### config.mk
export PLATFORM = sky130hd
export DESIGN_NAME = apb_read_arbiter
export DESIGN_NICKNAME = d
export VERILOG_FILES = /design/src/rtl/apb_read_arbiter.sv
export SDC_FILE = /design/constraint.sdc
export NUM_CORES = 1
export LEC_CHECK = 0
export BUFFER_PORTS_ARGS = -buffer_cell sky130_fd_sc_hd__buf_2
export CAP_MARGIN = 20
export CORE_UTILIZATION = 49
export CTS_CLUSTER_DIAMETER = 80
export DETAILED_ROUTE_END_ITERATION = 8
export PLACE_DENSITY = 0.84
export SETUP_SLACK_MARGIN = 0.05
export SLEW_MARGIN = 20
export SYNTH_ARGS = -nofsm -noshare
export SYNTH_HDL_FRONTEND = slang
export SYNTH_SLANG_ARGS = --single-unit
### constraint.sdc
create_clock -name pclk -period 4.35 [get_ports pclk]
set_clock_uncertainty 0.1 [all_clocks]
set_input_delay 0.87 -clock pclk [delete_from_list [all_inputs] [get_ports pclk]]
set_output_delay 0.87 -clock pclk [all_outputs]
set_load 0.01 [all_outputs]
### src/rtl/apb_read_arbiter.sv
// Round-robin arbiter that shares one APB read-only slave between NREQ requesters.
// It runs one SETUP/ACCESS transfer at a time, with a wait-state timeout and a saturating error counter.
module apb_read_arbiter #(
  parameter int NREQ    = 4,
  parameter int TIMEOUT = 16
) (
  input  logic                 pclk,
  input  logic                 preset,
  input  logic [NREQ-1:0]      req_valid,
  input  logic [NREQ*32-1:0]   req_addr,
  output logic [NREQ-1:0]      req_ready,
  output logic [NREQ-1:0]      rsp_valid,
  output logic [31:0]          rsp_data,
  output logic                 rsp_err,
  output logic [15:0]          err_count,
  output logic [31:0]          paddr,
  output logic                 psel,
  output logic                 penable,
  input  logic                 pready,
  input  logic                 pslverr,
  input  logic [31:0]          prdata
);

  localparam int IDX_W = (NREQ > 1) ? $clog2(NREQ) : 1;
  localparam int CNT_W = $clog2(TIMEOUT + 2) + 1;

  typedef enum logic [1:0] {IDLE, SETUP, ACCESS} state_t;

  state_t             state_reg, state_next;
  logic [IDX_W-1:0]   gnt_reg, last_reg;
  logic [IDX_W-1:0]   pick_idx, cand;
  logic               pick_found;
  logic [CNT_W-1:0]   wait_cnt_reg;
  logic               xfer_done, xfer_abort;
  logic               resp_err_next;
  logic [31:0]        addr_arr [NREQ];
  int                 j;

  generate
    for (genvar gi = 0; gi < NREQ; gi++) begin : g_addr
      assign addr_arr[gi] = req_addr[32*gi +: 32];
    end
  endgenerate

  // Scan from the highest offset down so the nearest requester after last_reg wins.
  always_comb begin
    pick_found = 1'b0;
    pick_idx   = '0;
    cand       = '0;
    j          = 0;
    for (int k = NREQ; k >= 1; k--) begin
      j    = (int'(last_reg) + k) % NREQ;
      cand = IDX_W'(j);
      if (req_valid[cand]) begin
        pick_found = 1'b1;
        pick_idx   = cand;
      end
    end
  end

  always_comb begin
    state_next = state_reg;
    req_ready  = '0;
    psel       = 1'b0;
    penable    = 1'b0;
    xfer_done  = 1'b0;
    xfer_abort = 1'b0;
    case (state_reg)
      IDLE: begin
        if (pick_found && !preset) begin
          req_ready[pick_idx] = 1'b1;
          state_next          = SETUP;
        end
      end
      SETUP: begin
        psel       = 1'b1;
        state_next = ACCESS;
      end
      ACCESS: begin
        psel    = 1'b1;
        penable = 1'b1;
        if (pready) begin
          xfer_done  = 1'b1;
          state_next = IDLE;
        end else if (TIMEOUT > 0 && wait_cnt_reg > CNT_W'(TIMEOUT)) begin
          // Abort one cycle after the count reaches TIMEOUT: response lands TIMEOUT+2 after first ACCESS.
          xfer_abort = 1'b1;
          state_next = IDLE;
        end
      end
      default: state_next = IDLE;
    endcase
  end

  assign resp_err_next = xfer_done ? pslverr : 1'b1;

  always_ff @(posedge pclk) begin
    if (preset) begin
      state_reg    <= IDLE;
      gnt_reg      <= '0;
      last_reg     <= IDX_W'(NREQ - 1);
      paddr        <= '0;
      wait_cnt_reg <= '0;
      rsp_valid    <= '0;
      rsp_data     <= '0;
      rsp_err      <= 1'b0;
      err_count    <= '0;
    end else begin
      state_reg <= state_next;
      rsp_valid <= '0;
      if (state_reg == IDLE && pick_found) begin
        gnt_reg  <= pick_idx;
        last_reg <= pick_idx;
        paddr    <= addr_arr[pick_idx];
      end
      if (state_reg == SETUP) begin
        wait_cnt_reg <= '0;
      end else if (state_reg == ACCESS && !pready) begin
        wait_cnt_reg <= wait_cnt_reg + 1'b1;
      end
      if (xfer_done || xfer_abort) begin
        rsp_valid[gnt_reg] <= 1'b1;
        rsp_data           <= xfer_done ? prdata : 32'h0;
        rsp_err            <= resp_err_next;
        if (resp_err_next && err_count != 16'hFFFF) begin
          err_count <= err_count + 16'd1;
        end
      end
    end
  end

endmodule

==> results.md, run 1 <==
* Port bufs at 258
* Fin crit share at 76.74%
* Tmin final at 3.338 ns
* Drt pass-1 iters at 5
* # H-tree levels at 3
* Worst VDD drop at 0.0001764 V
* Share of the synthesized area in the top cell type at 40.35%
* CTS tree: built
* Initial Utilization at 51.35%
* Die area at 10,220 um^2
* Vias at 5,245
* Sequential area share after synthesis at 40.35%
* Number of setup buffers added after CTS at 0
* Syn. warnings at 0
* Unique cell type count in the Yosys netlist at 45
* Simple-Gate Fraction of Synth Area at 17.26%
* Final hold vios at 0
* Largest net degree at the start of global routing at 65
* Latest clock arrival within the worst-skew pair at 0.36 ns
* Pwr Total at 0.002211 W
* Initial DRC count at 241
* Number of flops mapped to enable cells by yosys at 0
* FF+latch count, synth at 97
* RePlAce Congestion at 0.8784
* Post-synthesis net count at 709
* Remaining DRCs at 0
* Total gr overflow at 0
* Compound-Gate Fraction of Synth Area at 26.76%
* Crit Path Class: input pin to primary output
* Main synth FF type: dfxtp_1
* Post-route cell area at 6271 um^2
* Placeable Area at 9371 um^2
* Min-delay worst type: register to register
* Largest family of logic cells by synthesized area: compound AO/OA/AOI/OAI gates
* CTS clk-pin slew, worst paths at 0.11 ns
* CTS Root Cell: clkbuf_8
* DRT Wirelength at 14,470 um
* Nets@finish at 931
* CTS Sinks at 97
* Maxcap violations at 0
* First-pass GRT wire length at 22,680 um
* Most common cell in the netlist: dfxtp_1
* Cts bufs inserted at 9
* Critical Path Sink Type: primary output
* Biggest regs: paddr: 32 flops, rsp_data: 32 flops, err_count: 16 flops
* Avg Cell Area, Syn at 8.995 um^2
* Netlist Area Pre-Place at 4812 um^2
* Fillers at 814
* RSZ-0062 raised after global routing: no
* Synth Area in Adders at 1.560%
* Arrival time at the worst endpoint at 2.37 ns
* Final setup TNS at 0 ns
* Post-DR wirelength/cell at 16.24 um
* Area Overhead vs Synth at 30.32%
* Outcome: complete, no violations
* Post-synth top cells: dfxtp_1 (97), nor2_1 (57), clkbuf_1 (35)
* Die width at 101.1 um
* Area after DPL at 6065 um^2
* Nature of the critical path startpoint: input pin
* Max transition margin at 34.77%
* # resized after CTS at 0
* Initial antenna violation count at 0
* Layout cells sized above 1 at 38.19%
* HPWL Detailed at 10,260 um
* Final setup vio count at 0
* Fmax at 299.6 MHz
* Yosys top cell by area: dfxtp_1
* Slew @ Worst Pin at 0.9785 ns
* Mux cell area share after synthesis at 7.306%
* Hold buffers post-CTS at 0
* Chip height at 101.1 um
* Synth area leaders: dfxtp_1 (40%), mux2i_1 (7.1%), a221oi_1 (5.8%)
* Crit path max fanout at 33
* Mapped Cells at 535
* WP data required at 3.38 ns
* Vias in the first global route at 4,869
* Pwr dens at 352.6 nW/um^2
* IO Count at 259
* Bufs on Longest Clock Path at 2
* Max Transition Viols Final at 0
* Synth Area in XOR/XNOR at 0.9100%
* All-Layer GR Usage at 27.68%
* Ant diodes at 0
* Final ANT Viol Nets at 0
* Drt via density at 5.887
* Async set-reset flop share out of synthesis at 0%
* FP Rows at 35
* Leak at 2.972 nW
## power by group
part	switching (W)	internal, W
clock network	0.000362	0.000228
logic	0.000345	0.000260
registers	0.0000479	0.000969
total	0.000754	0.00146
## critical path, stage by stage
cell and delay (ns):
buf_2 0.14, or3b_4 0.55, o21ai_2 0.10, a21o_2 0.19, nor4b_1 0.32, buf_2 0.20
## layer usage
metal  wire, um  GRT usage, %  vias to the layer above
met5          0             0                        -
met4        678         16.05                        0
met3        996         5.201                       62
met2       6990         45.84                      255
met1       5801         33.65                     2455
li1           -             -                     2473
## final timing paths
kind | startpoint | end | slack [ns] | depth (start not counted)
worst max-delay path | req_valid[3] | req_ready[1] | 1.01 | 6
worst min-delay path | gnt_reg[1]$_SDFFE_PP0P_ | rsp_valid[2]$_SDFF_PP0_ | 0.38 | 2
worst max register to register | state_reg[0]$_SDFFE_PP0P_ | err_count[14]$_SDFFE_PP0P_ | 1.58 | 7
worst min register to register | gnt_reg[1]$_SDFFE_PP0P_ | rsp_valid[2]$_SDFF_PP0_ | 0.38 | 2
## stage by stage
stage | instances | setup WS, ns | hold WS, ns | util [%]
floorplan | 535 | 1.111 | 0.3336 | -
global placement | 875 | 1.078 | 0.3726 | 64.71
detailed placement | 875 | 1.002 | 0.3752 | 64.71
CTS | 891 | 1.065 | 0.3873 | 66.88
global route | 891 | 0.9598 | 0.3952 | 66.92
finish | 891 | 1.012 | 0.3838 | 66.92
## cells by family (layout without fill, tap and decap cells)
kind of cell,Yosys count,count (layout)
adders and majority gates,6,6
xor gates and xnor gates,5,5
AOI/OAI and AO/OA,174,174
and+or+nand+nor,156,156
muxes,35,35
buffers and inverters,62,289
DFF,97,97
## placed cells by master, fill, tap and decap left out, drive strengths merged, types with 3 or more instances in the layout
cell type  netlist  final
and3            34     34
nand2           11     11
ha               6      6
o21ai            6      6
nand4            5      5
inv             10     13
nor2b            5      5
dfxtp           97     97
a221oi          32     32
nor3             6      6
nor2            57     57
clkbuf          35      9
mux2i           34     34
clkinv           0      4
and4             4      4
xor2             3      3
o21bai          34     34
a22oi           32     32
a21oi           20     20
buf             17    263
o31ai           12     12
or4             11     11
nor4             4      4
a211oi          33     33
nand3            6      6
## cell type report
cell class / instances / area [um^2] / area share, %
Clock buffer: 9 / 123.9 / 1.975
Tap cell: 129 / 161.4 / 2.574
Clock inverter: 7 / 78.83 / 1.257
Multi-Input combinational cell: 376 / 2599 / 41.44
Inverter: 10 / 37.54 / 0.5986
Timing Repair Buffer: 263 / 1329 / 21.19
Sequential cell: 97 / 1942 / 30.97
Power figures use the tool's default switching activity.
==> run 2, diff against run 1 <==
--- a/config.mk
+++ b/config.mk
@@ -5,12 +5,13 @@
 export SDC_FILE = /design/constraint.sdc
 export NUM_CORES = 1
 export LEC_CHECK = 0
+export ABC_AREA = 1
 export BUFFER_PORTS_ARGS = -buffer_cell sky130_fd_sc_hd__buf_2
 export CAP_MARGIN = 20
-export CORE_UTILIZATION = 49
+export CORE_UTILIZATION = 47
 export CTS_CLUSTER_DIAMETER = 80
 export DETAILED_ROUTE_END_ITERATION = 8
-export PLACE_DENSITY = 0.84
+export PLACE_DENSITY = 0.78
 export SETUP_SLACK_MARGIN = 0.05
 export SLEW_MARGIN = 20
 export SYNTH_ARGS = -nofsm -noshare
==> constraint.sdc (replaced) <==
create_clock -name pclk -period 3.3 [get_ports pclk]
set_clock_uncertainty 0.1 [all_clocks]
set_input_delay 0.66 -clock pclk [delete_from_list [all_inputs] [get_ports pclk]]
set_output_delay 0.66 -clock pclk [all_outputs]
set_load 0.01 [all_outputs]
==> run 2 against run 1 <==
Design area increased by 11%. Largest power group is now combinational logic. Via count up 17%. Setup slack lost 0.66 ns. Critical path type is now register to primary output. Highest routed layer unchanged. Non-clock buffer count increased by 7.
==> results.md, run 2 <==
* Arrival time at the worst endpoint at 2.18 ns (-0.19 ns)
* Tmin final at 2.944 ns
* Sequential area share after synthesis at 36.19% (-4.2 points)
* Port bufs at 258 (unchanged)
* HPWL Detailed at 11,470 um (+12%)
* Fin crit share at 89.23%
* Synth area leaders: dfxtp_1 (36%), nand2_1 (19%), nand3_1 (10%)
* Area Overhead vs Synth at 30.15%
* Die area at 11,850 um^2 (+16%)
* Most common cell in the netlist: nand2_1
* DRT Wirelength at 15,670 um (+8.3%)
* Avg Cell Area, Syn at 6.210 um^2 (-31%)
* Post-synth top cells: nand2_1 (271), nand3_1 (107), inv_1 (99), dfxtp_1 (97), nor2_1 (93)
* Yosys top cell by area: dfxtp_1
* Final setup vio count at 0 (unchanged)
* Layout Cells excl Fill at 1,244 (+40%)
* Final hold vios at 0 (unchanged)
* Remaining DRCs at 0 (unchanged)
* Final ANT Viol Nets at 0 (unchanged)
* Post-DR wirelength/cell at 12.60 um (-22%)
* Total gr overflow at 0 (unchanged)
* Number of setup buffers added after CTS at 0 (unchanged)
* Synth Area in XOR/XNOR at 1.632% (+0.72 points)
* Area of the multi-input gates at 2786 um^2 (+7.2%)
* WP data required at 2.54 ns (-0.84 ns)
* Vias in the first global route at 5,329 (+9.4%)
* Die width at 108.8 um (+7.7%)
* Post-synthesis net count at 1,038 (+46%)
* Async set-reset flop share out of synthesis at 0% (unchanged)
* Critical Path Sink Type: primary output
* Area after DPL at 6668 um^2 (+9.9%)
* Leading cell type in the layout, fill and taps excluded: nand2_1
* Leak at 3.763 nW (+27%)
* Worst VDD drop at 0.0004457 V (+150%)
* Nets@finish at 1,272 (+37%)
* Syn. warnings at 0 (unchanged)
* Simple-Gate Fraction of Synth Area at 39.04% (+22 points)
* FP Rows at 38 (+8.6%)
* Crit Path Class: register to primary output
* CTS tree: built
* Vias at 6,154 (+17%)
* Nature of the critical path startpoint: register
* IO Count at 259 (unchanged)
* Pwr dens at 857.8 nW/um^2 (+140%)
* Chip height at 108.8 um (+7.7%)
* Initial DRC count at 480 (+99%)
* Layout cells sized above 1 at 27.29% (-11 points)
* Share of the synthesized area in the top cell type at 36.19% (-4.2 points)
* Synth Area in Adders at 1.399% (-0.16 points)
* CTS Sinks at 97 (unchanged)
* Number of flops mapped to enable cells by yosys at 0 (unchanged)
* Fillers at 1,095 (+35%)
* Mux cell area share after synthesis at 0% (-7.3 points)
* Cell Count Post-Placement at 1,227 (+40%)
* Min-delay worst type: register to register
* Outcome: complete, no violations
* Latest clock arrival within the worst-skew pair at 0.34 ns (-0.02 ns)
* RSZ-0062 raised after global routing: no
* Initial Utilization at 48.85% (-2.5 points)
* Register area at 1943 um^2 (about the same)
* Maxcap violations at 0 (unchanged)
* Fin util at 63.58% (-3.3 points)
* Pwr Total at 0.005990 W (+170%)
* Largest family of logic cells by synthesized area: simple AND/OR/NAND/NOR gates
* Drt via density at 4.947 (-16%)
* Slew @ Worst Pin at 0.9033 ns (-0.07521 ns)
* First-pass GRT wire length at 24,790 um (+9.3%)
* Bufs on Longest Clock Path at 2 (unchanged)
* FF+latch count, synth at 97 (unchanged)
* Compound-Gate Fraction of Synth Area at 9.771% (-17 points)
* All-Layer GR Usage at 26.60% (-1.1 points)
* Biggest regs: paddr: 32 flops, rsp_data: 32 flops, err_count: 16 flops
* Post-route cell area at 6983 um^2 (+11%)
* Placeable Area at 10,980 um^2 (+17%)
* Initial antenna violation count at 1 (+1)
* CTS clk-pin slew, worst paths at 0.07 ns (-0.04 ns)
* Mapped Cells at 864 (+61%)
* RePlAce Congestion at 0.9266 (+5.5%)
* Unique cell type count in the Yosys netlist at 29 (-36%)
* # H-tree levels at 3 (unchanged)
* Crit path max fanout at 9 (-73%)
* CTS Root Cell: clkbuf_16
* Highest-count cells in the layout ignoring fill and taps: nand2_1 (271), buf_2 (258), nand3_1 (107)
* Max Transition Viols Final at 0 (unchanged)
* Main synth FF type: dfxtp_1
* Final setup TNS at 0 ns (unchanged)
* Fmax at 339.6 MHz
* Cts bufs inserted at 9 (unchanged)
* Max transition margin at 39.72% (+4.9 points)
* Largest net degree at the start of global routing at 67 (+3.1%)
* Drt pass-1 iters at 5 (unchanged)
* Netlist Area Pre-Place at 5365 um^2 (+11%)
[run 2: cell types whose count changed in the layout (fill, tap and decap cells not counted), sizes merged, moves of 38 or more]
cell   change
nand2    +265
nand3    +102
nor2      +38
inv       +93
o21ai     +40
[run 2: through the flow]
step	worst slack [ns]	hold slack, ns
2_1_floorplan	0.7266	0.3418
4_1_cts	0.1803	0.3609
6_report	0.3555	0.3566
3_3_place_gp	0.4276	0.3454
5_1_grt	0.1453	0.3758
3_5_place_dp	0.4209	0.3489
[run 2: repair_timing]
item                       in CTS  in global routing
setup endpoints to repair       0                  2
hold buffers                    0                  0
gates resized for setup         0                  2
[run 2: area by class of cell]
class | count | area share, %
Inverter | 102 | 5.555
Multi-Input combinational cell | 618 | 39.90
Sequential cell | 97 | 27.83
Clock buffer | 9 | 3.225
Antenna cell | 1 | 0.03584
Timing Repair Buffer | 270 | 19.78
Clock inverter | 7 | 1.165
Tap cell | 140 | 2.509
[run 2: kinds of logic after synthesis]
group	Yosys count
adder cells (fa/ha/maj)	6
AO/OA/AOI/OAI	103
flip-flops	97
XOR/XNOR	10
AND/OR/NAND/NOR	499
buffers and inverters	149
[run 2: path summary, 6_finish.rpt]
kind	from	end	cells after the start	slack, ns
hold / removal	rsp_data[29]$_SDFFE_PP0P_	rsp_data[29]$_SDFFE_PP0P_	2	0.36
setup reg to reg	last_reg[0]$_SDFFE_PP1P_	paddr[0]$_SDFFE_PP0P_	14	0.83
setup / recovery	last_reg[0]$_SDFFE_PP1P_	req_ready[2]	10	0.36
hold reg to reg	rsp_data[29]$_SDFFE_PP0P_	rsp_data[29]$_SDFFE_PP0P_	2	0.36
[run 2: metal layers]
metal	share of wire [%]	up-vias	wire length [um]	track usage, %
li1	-	3176	-	-
met1	43	2673	6729	32.68
met2	46	265	7201	44.80
met3	7.7	40	1214	6.396
met4	3.3	0	524	10.23
met5	0	-	0	0
[run 2: worst max-delay path, stage by stage (launching register included)]
cell	delay [ns]
dfxtp_2	0.45
inv_6	0.08
nand2_1	0.08
nand2_1	0.07
and2_4	0.15
nand2_1	0.08
nand2_1	0.15
inv_2	0.09
nand2_1	0.13
nor3_1	0.36
buf_2	0.20
[run 2: where the power goes]
part	internal, W	switching [W]	total (W)
Combinational	0.00112	0.00225	0.00337
Sequential	0.00141	0.000142	0.00156
Clock	0.000544	0.000517	0.00106
==> run 3, diff against run 2 <==
--- a/config.mk
+++ b/config.mk
@@ -8,6 +8,7 @@
 export ABC_AREA = 1
 export BUFFER_PORTS_ARGS = -buffer_cell sky130_fd_sc_hd__buf_2
 export CAP_MARGIN = 20
+export CORE_ASPECT_RATIO = 2
 export CORE_UTILIZATION = 47
 export CTS_CLUSTER_DIAMETER = 80
 export DETAILED_ROUTE_END_ITERATION = 8
==> constraint.sdc (replaced) <==
create_clock -name pclk -period 3.3 [get_ports pclk]
set_clock_uncertainty 0.1 [all_clocks]
set_input_delay 0.165 -clock pclk [delete_from_list [all_inputs] [get_ports pclk]]
set_output_delay 0.165 -clock pclk [all_outputs]
set_load 0.01 [all_outputs]
==> run 3 against run 2 <==
Combinational power shrank 1%. Critical path depth grew 2. Die area grew 0.22%. Count of clock-buffer cells in the layout is the same. Critical endpoint is now req_ready[1].
==> results.md, run 3 (synthesized netlist as in run 2, its figures left out) <==
* Outcome: complete, no violations
* First-pass GRT wire length at 26,880 um (+8.4%)
* Placeable Area at 11,010 um^2 (+0.27%)
* Highest-count cells in the layout ignoring fill and taps: nand2_1 (271), buf_2 (258), nand3_1 (107)
* Initial DRC count at 230 (-52%)
* Delay of the slowest cell on the worst path at 0.56 ns (+0.11 ns)
* FP Rows at 54 (+42%)
* Switching power at 0.002848 W (-2.1%)
* HPWL Detailed at 12,420 um (+8.3%)
* Reg2reg setup slack at 0.72 ns (-0.11 ns)
* Combinational Power Share at 55.8% (-0.5 points)
* Int Power at 0.003129 W (+1.5%)
* Pwr dens at 823.9 nW/um^2 (-3.9%)
* R2R Path End: paddr[9]$_SDFFE_PP0P_
* Die area at 11,870 um^2 (+0.22%)
* Layout Cells excl Fill at 1,270 (+2.1%)
* Maxcap violations at 0 (unchanged)
* All-Layer GR Usage at 28.56% (+2.0 points)
* Max transition margin at 36.09% (-3.6 points)
* Arrival time at the worst endpoint at 2.40 ns (+0.22 ns)
* Max Transition Viols Final at 0 (unchanged)
* Nets@finish at 1,299 (+2.1%)
* Slowest stage cell on the critical path: dfxtp_1
* Fmax at 374.7 MHz (+10%)
* Seq pwr share at 26.0% (about the same)
* Nature of the critical path startpoint: register
* DRT Wirelength at 17,160 um (+9.5%)
* Slew @ Worst Pin at 0.9576 ns (+0.05430 ns)
* Area of the multi-input gates at 2781 um^2 (-0.18%)
* RSZ-0062 raised after global routing: no
* Leak at 3.872 nW (+2.9%)
* Tmin final at 2.669 ns (-0.2755 ns)
* Crit path launch: last_reg[0]$_SDFFE_PP1P_
* Post-DR wirelength/cell at 13.51 um (+7.3%)
* Initial antenna violation count at 0 (-1)
* Vias in the first global route at 5,949 (+12%)
* Die width at 77.55 um (-29%)
* Min-delay worst type: input pin to register
* Fillers at 1,040 (-5.0%)
* Pwr Total at 0.005977 W (-0.21%)
* Leading cell type in the layout, fill and taps excluded: nand2_1
* Largest net degree at the start of global routing at 65 (-3.0%)
* Ant diodes at 0 (-1)
* Chip height at 153.1 um (+41%)
* Biggest regs: paddr: 32 flops, rsp_data: 32 flops, err_count: 16 flops
* Switching share of power at 47.65% (-0.91 points)
* Final ANT Viol Nets at 0 (unchanged)
* Clk pwr share at 18.2% (+0.5 points)
* Cell Count Post-Placement at 1,224 (-0.24%)
* Layout cells sized above 1 at 26.19% (-1.1 points)
* CTS Sinks at 97 (unchanged)
* Cell Chain, Critical Path: inv_6 > nand2_1 > nand2_1 > nor2_1 > nand2_1 > nand2_1 > nand2_1 > nand2_1 > nand2_2 > inv_2 > nor3_1 > buf_2
* Register area at 1942 um^2 (about the same)
* Crit Path Class: register to primary output
* Final setup TNS at 0 ns (unchanged)
* Final hold vios at 0 (unchanged)
* Hold Slack at 0.004121 ns (-0.3525 ns)
* RR Startpoint: last_reg[0]$_SDFFE_PP1P_
* Setup crit end: req_ready[1]
* Latest clock arrival within the worst-skew pair at 0.35 ns (about the same)
* Bufs on Longest Clock Path at 2 (unchanged)
* IO Count at 259 (unchanged)
* Fin crit share at 80.88% (-8.3 points)
* Drt pass-1 iters at 5 (unchanged)
* Remaining DRCs at 0 (unchanged)
* Worst reg2reg path depth at 14 (unchanged)
* Final setup vio count at 0 (unchanged)
* Initial Utilization at 48.72% (-0.13 points)
* Critical Path Sink Type: primary output
* WP data required at 3.03 ns (+0.49 ns)
* Area Overhead vs Synth at 35.21%
* Most frequent CP cell: nand2_1
* Fin util at 65.87% (+2.3 points)
* Drt via density at 5.013 (+1.3%)
* Crit path max fanout at 35 (+26)
* # H-tree levels at 3 (unchanged)
* CTS tree: built
* Worst VDD drop at 0.0007737 V (+74%)
* Port bufs at 258 (unchanged)
* Vias at 6,366 (+3.4%)
* Cts bufs inserted at 9 (unchanged)
* CTS clk-pin slew, worst paths at 0.07 ns (about the same)
* # resized after CTS at 0 (unchanged)
* Total gr overflow at 0 (unchanged)
* RePlAce Congestion at 0.9073 (-2.1%)
* CTS Root Cell: clkbuf_16
run 3: worst min path at each step:
stage	startpoint	endpoint	slack, ns	cells after the start
2_1_floorplan	pready	wait_cnt_reg[1]$_SDFFE_PP0P_	0.20	2
3_3_place_gp	prdata[21]	rsp_data[21]$_SDFFE_PP0P_	0.32	3
3_5_place_dp	prdata[3]	rsp_data[3]$_SDFFE_PP0P_	0.32	3
4_1_cts	req_addr[90]	paddr[26]$_SDFFE_PP0P_	0.002	5
5_1_grt	prdata[11]	rsp_data[11]$_SDFFE_PP0P_	0.001	3
6_report	prdata[11]	rsp_data[11]$_SDFFE_PP0P_	0.004	3
run 3: routing by layer:
metal | share of wire [%] | vias to the layer above | global-route usage [%]
met5 | 0 | - | 0
met3 | 5.6 | 53 | 5.373
met2 | 54 | 262 | 54.32
li1 | - | 3237 | -
met1 | 36 | 2814 | 28.02
met4 | 4.6 | 0 | 15.72
run 3: stage by stage:
step / cell area, um^2 / setup slack, ns
after detailed placement: 6645 / 0.7327
final: 7254 / 0.6311
after CTS: 7254 / 0.6304
after global placement: 6645 / 0.7531
after floorplan: 5365 / 1.438
after global routing: 7254 / 0.4302
run 3: what timing repair did:
| item | 4_1_cts | 5_1_grt |
|---|---|---|
| hold buffers | 30 | 0 |
| setup buffers | 0 | 0 |
| hold endpoints to repair | 30 | 0 |
run 3: cell type report:
cell class | instances | area share [%]
multi-input cells | 618 | 38.34
flip-flops and latches | 97 | 26.77
repair buffers | 297 | 22.87
inverters | 102 | 5.347
clock buffers | 9 | 3.105
well taps | 140 | 2.415
clock inverters | 7 | 1.156
run 3: power by group through the flow:
stage	sequential (W)	combinational [W]	clock (W)
final	0.00155	0.00333	0.00109
after global routing	0.00158	0.00376	0.00116
after CTS	0.00155	0.00334	0.00112
after detailed placement	0.00158	0.00330	0
after global placement	0.00157	0.00327	0
after floorplan	0.00164	0.00254	0
run 3: worst max-delay path: cells and delay by family, from the launching register on:
family,cells,cell delay (ns)
buffers and inverters,3,0.74
flip-flops,1,0.56
AND/OR/NAND/NOR,9,0.75
